--- src/rtl/cci_mpf_prim_arb_pkg.sv ---
`default_nettype none
// ============================================================================
// cci_mpf_prim_arb_pkg : shared types and round-robin helper for MPF arbiters
// Revision: 1.0
// ============================================================================

package cci_mpf_prim_arb_pkg;

  localparam int ARB_WEIGHT_BITS = 4;
  localparam int ARB_MAX_CLIENTS = 32;

  typedef logic [ARB_WEIGHT_BITS-1:0] t_arb_weight;
  typedef logic [ARB_MAX_CLIENTS-1:0] t_arb_vec;

  // Generic-width round-robin pick; request bits at or above n must be zero
  // and base must be one-hot within the low n bits.
  function automatic t_arb_vec arb_rr_pick(input t_arb_vec request,
                                           input t_arb_vec base,
                                           input int unsigned n);
    logic [2*ARB_MAX_CLIENTS-1:0] dbl;
    logic [2*ARB_MAX_CLIENTS-1:0] win;
    t_arb_vec                     mask;
    dbl  = {{ARB_MAX_CLIENTS{1'b0}}, request} |
           ({{ARB_MAX_CLIENTS{1'b0}}, request} << n);
    win  = dbl & ~(dbl - {{ARB_MAX_CLIENTS{1'b0}}, base});
    mask = (t_arb_vec'(1) << n) - t_arb_vec'(1);
    return (win[ARB_MAX_CLIENTS-1:0] | t_arb_vec'(win >> n)) & mask;
  endfunction

endpackage

`default_nettype wire

--- src/rtl/cci_mpf_prim_arb_rr_pick.sv ---
`default_nettype none
// ============================================================================
// cci_mpf_prim_arb_rr_pick : combinational round-robin pick (one-hot + index)
// Revision: 1.0
// ============================================================================

module cci_mpf_prim_arb_rr_pick
  import cci_mpf_prim_arb_pkg::*;
#(
  parameter int NUM_CLIENTS = 2,
  parameter int IDX_BITS    = $clog2(NUM_CLIENTS)
) (
  input  logic [NUM_CLIENTS-1:0] request,
  input  logic [NUM_CLIENTS-1:0] base,
  output logic [NUM_CLIENTS-1:0] pick_oh,
  output logic [IDX_BITS-1:0]    pick_idx
);

  logic [2*NUM_CLIENTS-1:0] w_dbl;
  logic [2*NUM_CLIENTS-1:0] w_win;

  // Subtracting base clears everything below the first requester at/after it.
  assign w_dbl   = {request, request};
  assign w_win   = w_dbl & ~(w_dbl - {{NUM_CLIENTS{1'b0}}, base});
  assign pick_oh = w_win[NUM_CLIENTS-1:0] | w_win[2*NUM_CLIENTS-1:NUM_CLIENTS];

  always_comb begin
    pick_idx = '0;
    for (int i = 0; i < NUM_CLIENTS; i++) begin
      if (pick_oh[i]) pick_idx = IDX_BITS'(i);
    end
  end

endmodule

`default_nettype wire

--- src/rtl/cci_mpf_prim_arb_wrr.sv ---
`default_nettype none
// ============================================================================
// cci_mpf_prim_arb_wrr : weighted round-robin arbiter with per-client lock
// Revision: 1.0
// ============================================================================

module cci_mpf_prim_arb_wrr
  import cci_mpf_prim_arb_pkg::*;
#(
  parameter int NUM_CLIENTS = 2,
  parameter int WEIGHT_BITS = ARB_WEIGHT_BITS
) (
  input  logic                               clk,
  input  logic                               reset,
  input  logic                               ena,
  input  logic [NUM_CLIENTS-1:0]             request,
  input  logic [NUM_CLIENTS-1:0]             lock,
  input  logic [NUM_CLIENTS*WEIGHT_BITS-1:0] weight,
  output logic [NUM_CLIENTS-1:0]             grant,
  output logic [$clog2(NUM_CLIENTS)-1:0]     grantIdx,
  output logic                               grantOwned
);

  localparam int IDX_BITS = $clog2(NUM_CLIENTS);

  logic [NUM_CLIENTS-1:0] base_q, base_d;
  logic [IDX_BITS-1:0]    owner_q, owner_d;
  logic                   owner_valid_q, owner_valid_d;
  logic [WEIGHT_BITS-1:0] credit_q, credit_d;

  logic [WEIGHT_BITS-1:0] w_weight [NUM_CLIENTS];
  logic [NUM_CLIENTS-1:0] w_pick_oh;
  logic [IDX_BITS-1:0]    w_pick_idx;
  logic                   w_hold;
  logic                   w_grant_cycle;
  logic [IDX_BITS-1:0]    w_cand_idx;
  logic [NUM_CLIENTS-1:0] w_cand_oh;
  logic [WEIGHT_BITS-1:0] w_credit_next;

  for (genvar i = 0; i < NUM_CLIENTS; i++) begin : g_weight
    assign w_weight[i] = weight[i*WEIGHT_BITS +: WEIGHT_BITS];
  end

  cci_mpf_prim_arb_rr_pick #(
    .NUM_CLIENTS (NUM_CLIENTS),
    .IDX_BITS    (IDX_BITS)
  ) u_pick (
    .request  (request),
    .base     (base_q),
    .pick_oh  (w_pick_oh),
    .pick_idx (w_pick_idx)
  );

  assign w_hold        = owner_valid_q && request[owner_q];
  assign w_grant_cycle = ena && (|request);
  assign w_cand_idx    = w_hold ? owner_q : w_pick_idx;
  assign w_cand_oh     = w_hold ? ({{(NUM_CLIENTS-1){1'b0}}, 1'b1} << owner_q) : w_pick_oh;

  assign grant      = w_cand_oh & {NUM_CLIENTS{w_grant_cycle}};
  assign grantIdx   = w_cand_idx;
  assign grantOwned = w_hold;

  always_comb begin
    w_credit_next = '0;
    if (w_hold) begin
      w_credit_next = (credit_q == '0) ? '0 : credit_q - WEIGHT_BITS'(1);
    end else if (w_weight[w_pick_idx] != '0) begin
      w_credit_next = w_weight[w_pick_idx] - WEIGHT_BITS'(1);
    end
  end

  always_comb begin
    base_d        = base_q;
    owner_d       = owner_q;
    owner_valid_d = owner_valid_q;
    credit_d      = credit_q;
    if (w_grant_cycle) begin
      owner_d       = w_cand_idx;
      credit_d      = w_credit_next;
      owner_valid_d = (w_credit_next != '0) || lock[w_cand_idx];
      if (!w_hold) base_d = {w_pick_oh[NUM_CLIENTS-2:0], w_pick_oh[NUM_CLIENTS-1]};
    end else if (owner_valid_q && !request[owner_q]) begin
      // An owner that lets go of its request forfeits remaining credit.
      owner_valid_d = 1'b0;
    end
  end

  always_ff @(posedge clk) begin
    if (reset) begin
      base_q        <= {{(NUM_CLIENTS-1){1'b0}}, 1'b1};
      owner_q       <= '0;
      owner_valid_q <= 1'b0;
      credit_q      <= '0;
    end else begin
      base_q        <= base_d;
      owner_q       <= owner_d;
      owner_valid_q <= owner_valid_d;
      credit_q      <= credit_d;
    end
  end

endmodule

`default_nettype wire
--- config.mk ---
export PLATFORM = sky130hd
export DESIGN_NAME = cci_mpf_prim_arb_wrr
export DESIGN_NICKNAME = d
export VERILOG_FILES = /design/src/rtl/cci_mpf_prim_arb_pkg.sv /design/src/rtl/cci_mpf_prim_arb_rr_pick.sv /design/src/rtl/cci_mpf_prim_arb_wrr.sv
export SDC_FILE = /design/constraint.sdc
export NUM_CORES = 1
export LEC_CHECK = 0
export ABC_AREA = 1
export CORE_MARGIN = 2
export CORE_UTILIZATION = 46
export CTS_CLUSTER_SIZE = 10
export DETAILED_ROUTE_END_ITERATION = 6
export GPL_TIMING_DRIVEN = 0
export PLACE_DENSITY_LB_ADDON = 0.15
export SLEW_MARGIN = 25
export SYNTH_ARGS = -nofsm -noshare
export SYNTH_HDL_FRONTEND = slang
export SYNTH_SLANG_ARGS = --single-unit
export TNS_END_PERCENT = 10
--- constraint.sdc ---
create_clock -name clk -period 2.1 [get_ports clk]
set_input_delay 0.315 -clock clk [delete_from_list [all_inputs] [get_ports clk]]
set_output_delay 0.315 -clock clk [all_outputs]
set_load 0.01 [all_outputs]
Word-level counts from Yosys, hierarchy flattened
Cells that the tools add are included.
- register bits after elaboration: 8
- output and inout port bits: 4
- word-level logic and storage cells: 43
- add/subtract/negate cells: 3
- magnitude comparators: 3
- shifts and indexed selects: 1
- muxes and demuxes: 15
- bitwise operators: 6
- reductions and logical operators: 11
- operators with widths (cell ; count):
    $mux 4 ; 6
    $mux 1 ; 8
    $reduce_bool 4->1 ; 2
    $sub 4x1->4 const B ; 2
    $and 4x4->4 ; 1
    $logic_not 4->1 ; 1
    $lt 1x2->1 const B ; 2
    $not 4->4 ; 1
    $sub 4x2->4 ; 1
    $logic_and 1x1->1 ; 3
    $and 2x2->2 ; 1
    $ge 2x2->1 const B ; 1
    $mux 2 ; 1
    $not 1->2 ; 1
    $or 2x2->2 ; 1
    $reduce_and 2->1 ; 1
    $reduce_bool 2->1 ; 1
    $reduce_or 2->1 ; 1
    $shl 1x1->2 const A ; 1
    $logic_not 1->1 ; 1
    $logic_or 1x1->1 ; 1
    $not 1->1 ; 1

Logic depth before layout (Yosys ltp)
Gate-level depths: netlist of the first run.
- depth after elaboration: 15
- depth in mapped cells: 14

Cells and area by module
A second synthesis of the first run with hierarchy kept.
- cells, all modules: 141
- area total of the unflattened synthesis: 779.5 um^2
- by module, submodules not included (module ; times used ; cells an instance ; area an instance (um^2) ; seq. area each (um^2)):
    cci_mpf_prim_arb_wrr ; 1 ; 128 ; 696.9 ; 160.2
    cci_mpf_prim_arb_rr_pick ; 1 ; 13 ; 82.6 ; 0.0

Least setup slack after synthesis of the first run
No wires, ideal clock.
- path type: in2out
- start point: input port request[1]
- end point: output port grant[1]
- data arrival time: 1.664 ns
- required time: 1.785 ns
- slack: 0.121 ns
- stages on the path: 9
- cells stage by stage: buf_4 > inv_1 > fa_1 > nand2_1 > nand2_2 > o21ai_0 > nand2_1 > nand2_1 > inv_1
- longest elaborated chain between the ends: 6
- elaborated cells between the ends (all ways): 11
- RTL lines (element ; line ; RTL):
    from (decl) ; cci_mpf_prim_arb_wrr.sv:16 ; input logic [NUM_CLIENTS-1:0] request,
    $sub 4x2->4 ; cci_mpf_prim_arb_rr_pick.sv:24 ; assign w_win = w_dbl & ~(w_dbl - {{NUM_CLIENTS{1'b0}}, base});
    $not 4->4 ; cci_mpf_prim_arb_rr_pick.sv:24 ;
    $and 4x4->4 ; cci_mpf_prim_arb_rr_pick.sv:24 ;
    $or 2x2->2 ; cci_mpf_prim_arb_rr_pick.sv:25 ; assign pick_oh = w_win[NUM_CLIENTS-1:0] | w_win[2*NUM_CLIENTS-1:NUM_CLIENTS];
    $mux 2 ; cci_mpf_prim_arb_wrr.sv:57 ; assign w_cand_oh = w_hold ? ({{(NUM_CLIENTS-1){1'b0}}, 1'b1} << owner_q) : w_pick_oh;
    $and 2x2->2 * ; cci_mpf_prim_arb_wrr.sv:59 ; assign grant = w_cand_oh & {NUM_CLIENTS{w_grant_cycle}};
    to (decl) ; cci_mpf_prim_arb_wrr.sv:19 ; output logic [NUM_CLIENTS-1:0] grant,
Every way passes the cells marked *; elsewhere a longest branch is shown, timed or not. The select of a mux whose other input is x is not followed.

Worst setup path in the final report of the first run
- start point: register base_q[0]
- end point: output port grant[1]
- longest elaborated chain between the ends: 6
- RTL lines (element ; line ; RTL):
    from (decl) ; cci_mpf_prim_arb_wrr.sv:26 ; logic [NUM_CLIENTS-1:0] base_q, base_d;
    from (signal assigned) ; cci_mpf_prim_arb_wrr.sv:90 ; base_q <= {{(NUM_CLIENTS-1){1'b0}}, 1'b1};
    from (signal assigned) ; cci_mpf_prim_arb_wrr.sv:95 ; base_q <= base_d;
    $sub 4x2->4 ; cci_mpf_prim_arb_rr_pick.sv:24 ;
    $not 4->4 ; cci_mpf_prim_arb_rr_pick.sv:24 ;
    $and 4x4->4 ; cci_mpf_prim_arb_rr_pick.sv:24 ;
    $or 2x2->2 ; cci_mpf_prim_arb_rr_pick.sv:25 ;
    $mux 2 ; cci_mpf_prim_arb_wrr.sv:57 ;
    $and 2x2->2 ; cci_mpf_prim_arb_wrr.sv:59 ;
No other way between the ends.

==> results of run 1 <==
sequential cells by signal, indices dropped and copies added, names as in the netlist:
register and count:
owner_valid_q 1, base_q 2, owner_q 1, credit_q 4
metal layers:
metal | global-route usage [%] | vias to the layer above | wire length, um
met4 | 9.38 | 0 | 34
met5 | 0 | - | 0
met2 | 35.2 | 17 | 856
li1 | - | 433 | -
met1 | 27.9 | 369 | 831
met3 | 1.70 | 6 | 67
logic make-up after synthesis:
family / count (synthesis)
and+or+nand+nor: 61
buffers and inverters: 25
AOI/OAI and AO/OA: 23
DFF: 8
adders and majority gates: 2
worst max-delay path by stage:
stage               slack [ns]        to                   start
floorplan                 0.12  grant[1]              request[1]
global placement         -0.93  grant[1]              request[1]
global route             -0.04  grant[1]  base_q[0]$_SDFFE_PP1P_
CTS                      -0.04  grant[0]  base_q[0]$_SDFFE_PP1P_
detailed placement       -0.97  grant[1]              request[1]
finish                    0.03  grant[1]  base_q[0]$_SDFFE_PP1P_
power by group through the flow:
stage	Combinational [uW]	Clock (uW)	Sequential [uW]
final	263	118	178
after global routing	295	123	180
after detailed placement	221	0	180
after CTS	238	120	177
after floorplan	147	0	177
after global placement	214	0	179
worst max-delay path, delay by kind of cell, from the launching register on:
family,cells,cell delay [ns]
DFF,1,0.33
and+or+nand+nor,5,0.36
buffers and inverters,3,0.22
adders and majority gates,1,0.53
AOI/OAI and AO/OA,1,0.07
stage by stage:
step	cell area (um^2)	total power (uW)	setup WS (ns)
global route	1000	598	-0.0416
floorplan	688	324	0.121
global placement	887	393	-0.933
finish	1000	560	0.0344
CTS	955	534	-0.0380
detailed placement	887	401	-0.973
cell usage in the layout (no fill, tap or decap):
cell / n
a211oi_1: 1
a21oi_1: 8
a21oi_2: 2
buf_2: 1
buf_4: 3
buf_6: 4
clkbuf_2: 1
clkbuf_4: 3
clkdlybuf4s15_2: 1
clkdlybuf4s50_1: 13
dfxtp_1: 7
dfxtp_2: 1
dlygate4sd2_1: 1
fa_1: 1
ha_1: 1
inv_1: 21
inv_2: 2
nand2_1: 20
nand2_2: 11
nand3_1: 15
nand3_2: 3
nand3b_1: 1
nor2_1: 8
nor2_2: 2
nor2_4: 1
o21ai_0: 7
o21ai_1: 1
o21ai_2: 4
cell type report:
cell class	count	area share, %
multi-input cells	86	48.3
flip-flops and latches	8	16.1
clock buffers	3	2.25
inverters	23	8.64
plain buffers	2	2.25
well taps	15	1.88
repair buffers	22	20.5
timing repair:
item	4_1_cts	5_1_grt
hold buffers	0	0
pin swaps	4	9
endpoints found under the setup margin	10	8
setup buffers	4	0
resized for setup	21	22
==> impl_metrics.toml, run 1 <==
[run_status]
status = "finished clean"

[routing]
drc = 0
drt_iter0_drc = 17
routed_wirelength_um = 1790
ant_nets = 0
vias = 825
routedWlPerCell_um = 11.3
drt-pass1-iter-count = 4
viasPerCell = 5.19

[synthesis]
synth_mux_area_share_pct = 0
ys_seq_area_share_pct = 23.3
yosysWarnings = 0
async_reset_ff_share_pct = 0
synthXorXnorAreaFrac_pct = 0
ys_seq_elements = 8
synth_nets = 136
synth_top_family_by_area = "simple AND/OR/NAND/NOR gates"
synth_edf_count = 0
synth-compound-area-share_pct = 18.7
synthTopCellsByArea = "dfxtp_1 23%, nand2_1 16%, inv_1 13%"
synth_area_per_cell_um2 = 5.78
yosys-top-cells-count = "30 x nand2_1, 23 x inv_1, 17 x nand3_1"
ys.flop_type = "dfxtp_1"
syn_area_um2 = 688
synthCells = 119
yosys.area_share.simple_pct = 38.5
synth.most_common_cell = "nand2_1"
synth.distinct_cells = 18
netlist.area_leader.share_pct = 23.3
yosysTopAreaCell = "dfxtp_1"
yosys.area_share.adder_pct = 4.73

[worst_setup_path]
crit_type = "reg2out"
cp_common_cell = "nand2_2"
crit_fanout = 3
rr_worst_depth = 13
crit_chain = "inv_2 -> nor2_4 -> fa_1 -> nand2_2 -> nand2_2 -> o21ai_2 -> nand2_2 -> nand2_2 -> inv_2 -> buf_6"
critPathCaptureType = "primary output"
critPathSlowestCell = "fa_1"
critPathMaxStageDelay_ns = 0.53
cp.required_ns = 1.78
worst_ep_arrival_time_ns = 1.75
reg2reg_slack_ns = 0.11
rr_endpoint = "owner_valid_q$_SDFFE_PP0P_"
startpoint_type = "register"
reg2reg_from = "base_q[0]$_SDFFE_PP1P_"

[timing]
setup_tns_ns = 0
worstMarginPinSlew_ns = 0.325
fmax_ghz = 0.484
finalSetupViolations = 0
relSlewSlack_pct = 78.3
skew_ns = 0.00784
layout_min_cycle_time_ns = 2.07
grt_setup_unrepaired = "yes"
finalCritPeriodShare_pct = 98.4
slew_viol_final = 0
hold_ws_ns = 0.489
hold_viol = 0

[clock_tree]
path_clk_slew_ns = 0.06
cts_max_path_buffers = 2
h-tree-depth = 1
numCtsBuffers = 3
cts_tree = "built"
clock-sinks = 8
clock-root-buffer = "clkbuf_4"
insertion_delay_ns = 0.26

[floorplanning]
initial_core_util_pct = 51.0
fp.coreArea_mm2 = 0.00135
rows = 13
die_w_um = 42.7
die_area_mm2 = 0.00182
die_h_um = 42.7
io_pins = 19

[layout]
stdcell_count = 159
nFillCells = 122
drive_above_1_share_pct = 27.1
post-route-util_pct = 74.1
areaGrowthSynthToFinish_pct = 45.3
final_nets = 163
antenna_cells = 0
multiInputGateArea_um2 = 483
seq_area_um2 = 161

[global_route]
antenna_found_initial = 0
grt_use_total_pct = 21.3
grt_max_degree = 11
grt_pass1_vias = 772
grt_pass1_wl_um = 3050
grt.overflow.total = 0

[place]
dp_hpwl_um = 1350
port_buffers = 18
finalWeightedCongestion = 0.829
dp.cells = 152

[pwr]
switchingPower_uw = 214
p_per_area_mw_per_mm2 = 560
switching_share_pct = 38.2
p_int_uw = 346
vdd_drop_max_v = 0.000349
leakagePower_uw = 0.000499
p_comb_share_pct = 47.0
power_frac_clock_pct = 21.1
seq_power_share_pct = 31.8

[hold_path]
hold_end = "owner_q$_SDFFE_PP0P_"
hold_class = "reg2reg"
holdPathStages = 2
min_from = "owner_q$_SDFFE_PP0P_"

[flow_run]
cap_violations = 0
No activity file was read; power rests on OpenSTA's default activity.
==> run 2: changes to the inputs <==
--- a/config.mk
+++ b/config.mk
@@ -6,6 +6,7 @@
 export NUM_CORES = 1
 export LEC_CHECK = 0
 export ABC_AREA = 1
+export CAP_MARGIN = 0
 export CORE_MARGIN = 2
 export CORE_UTILIZATION = 46
 export CTS_CLUSTER_SIZE = 10
==> results of run 2 <==
Same layout as run 1: the final DEF is identical, and so are final timing and power.
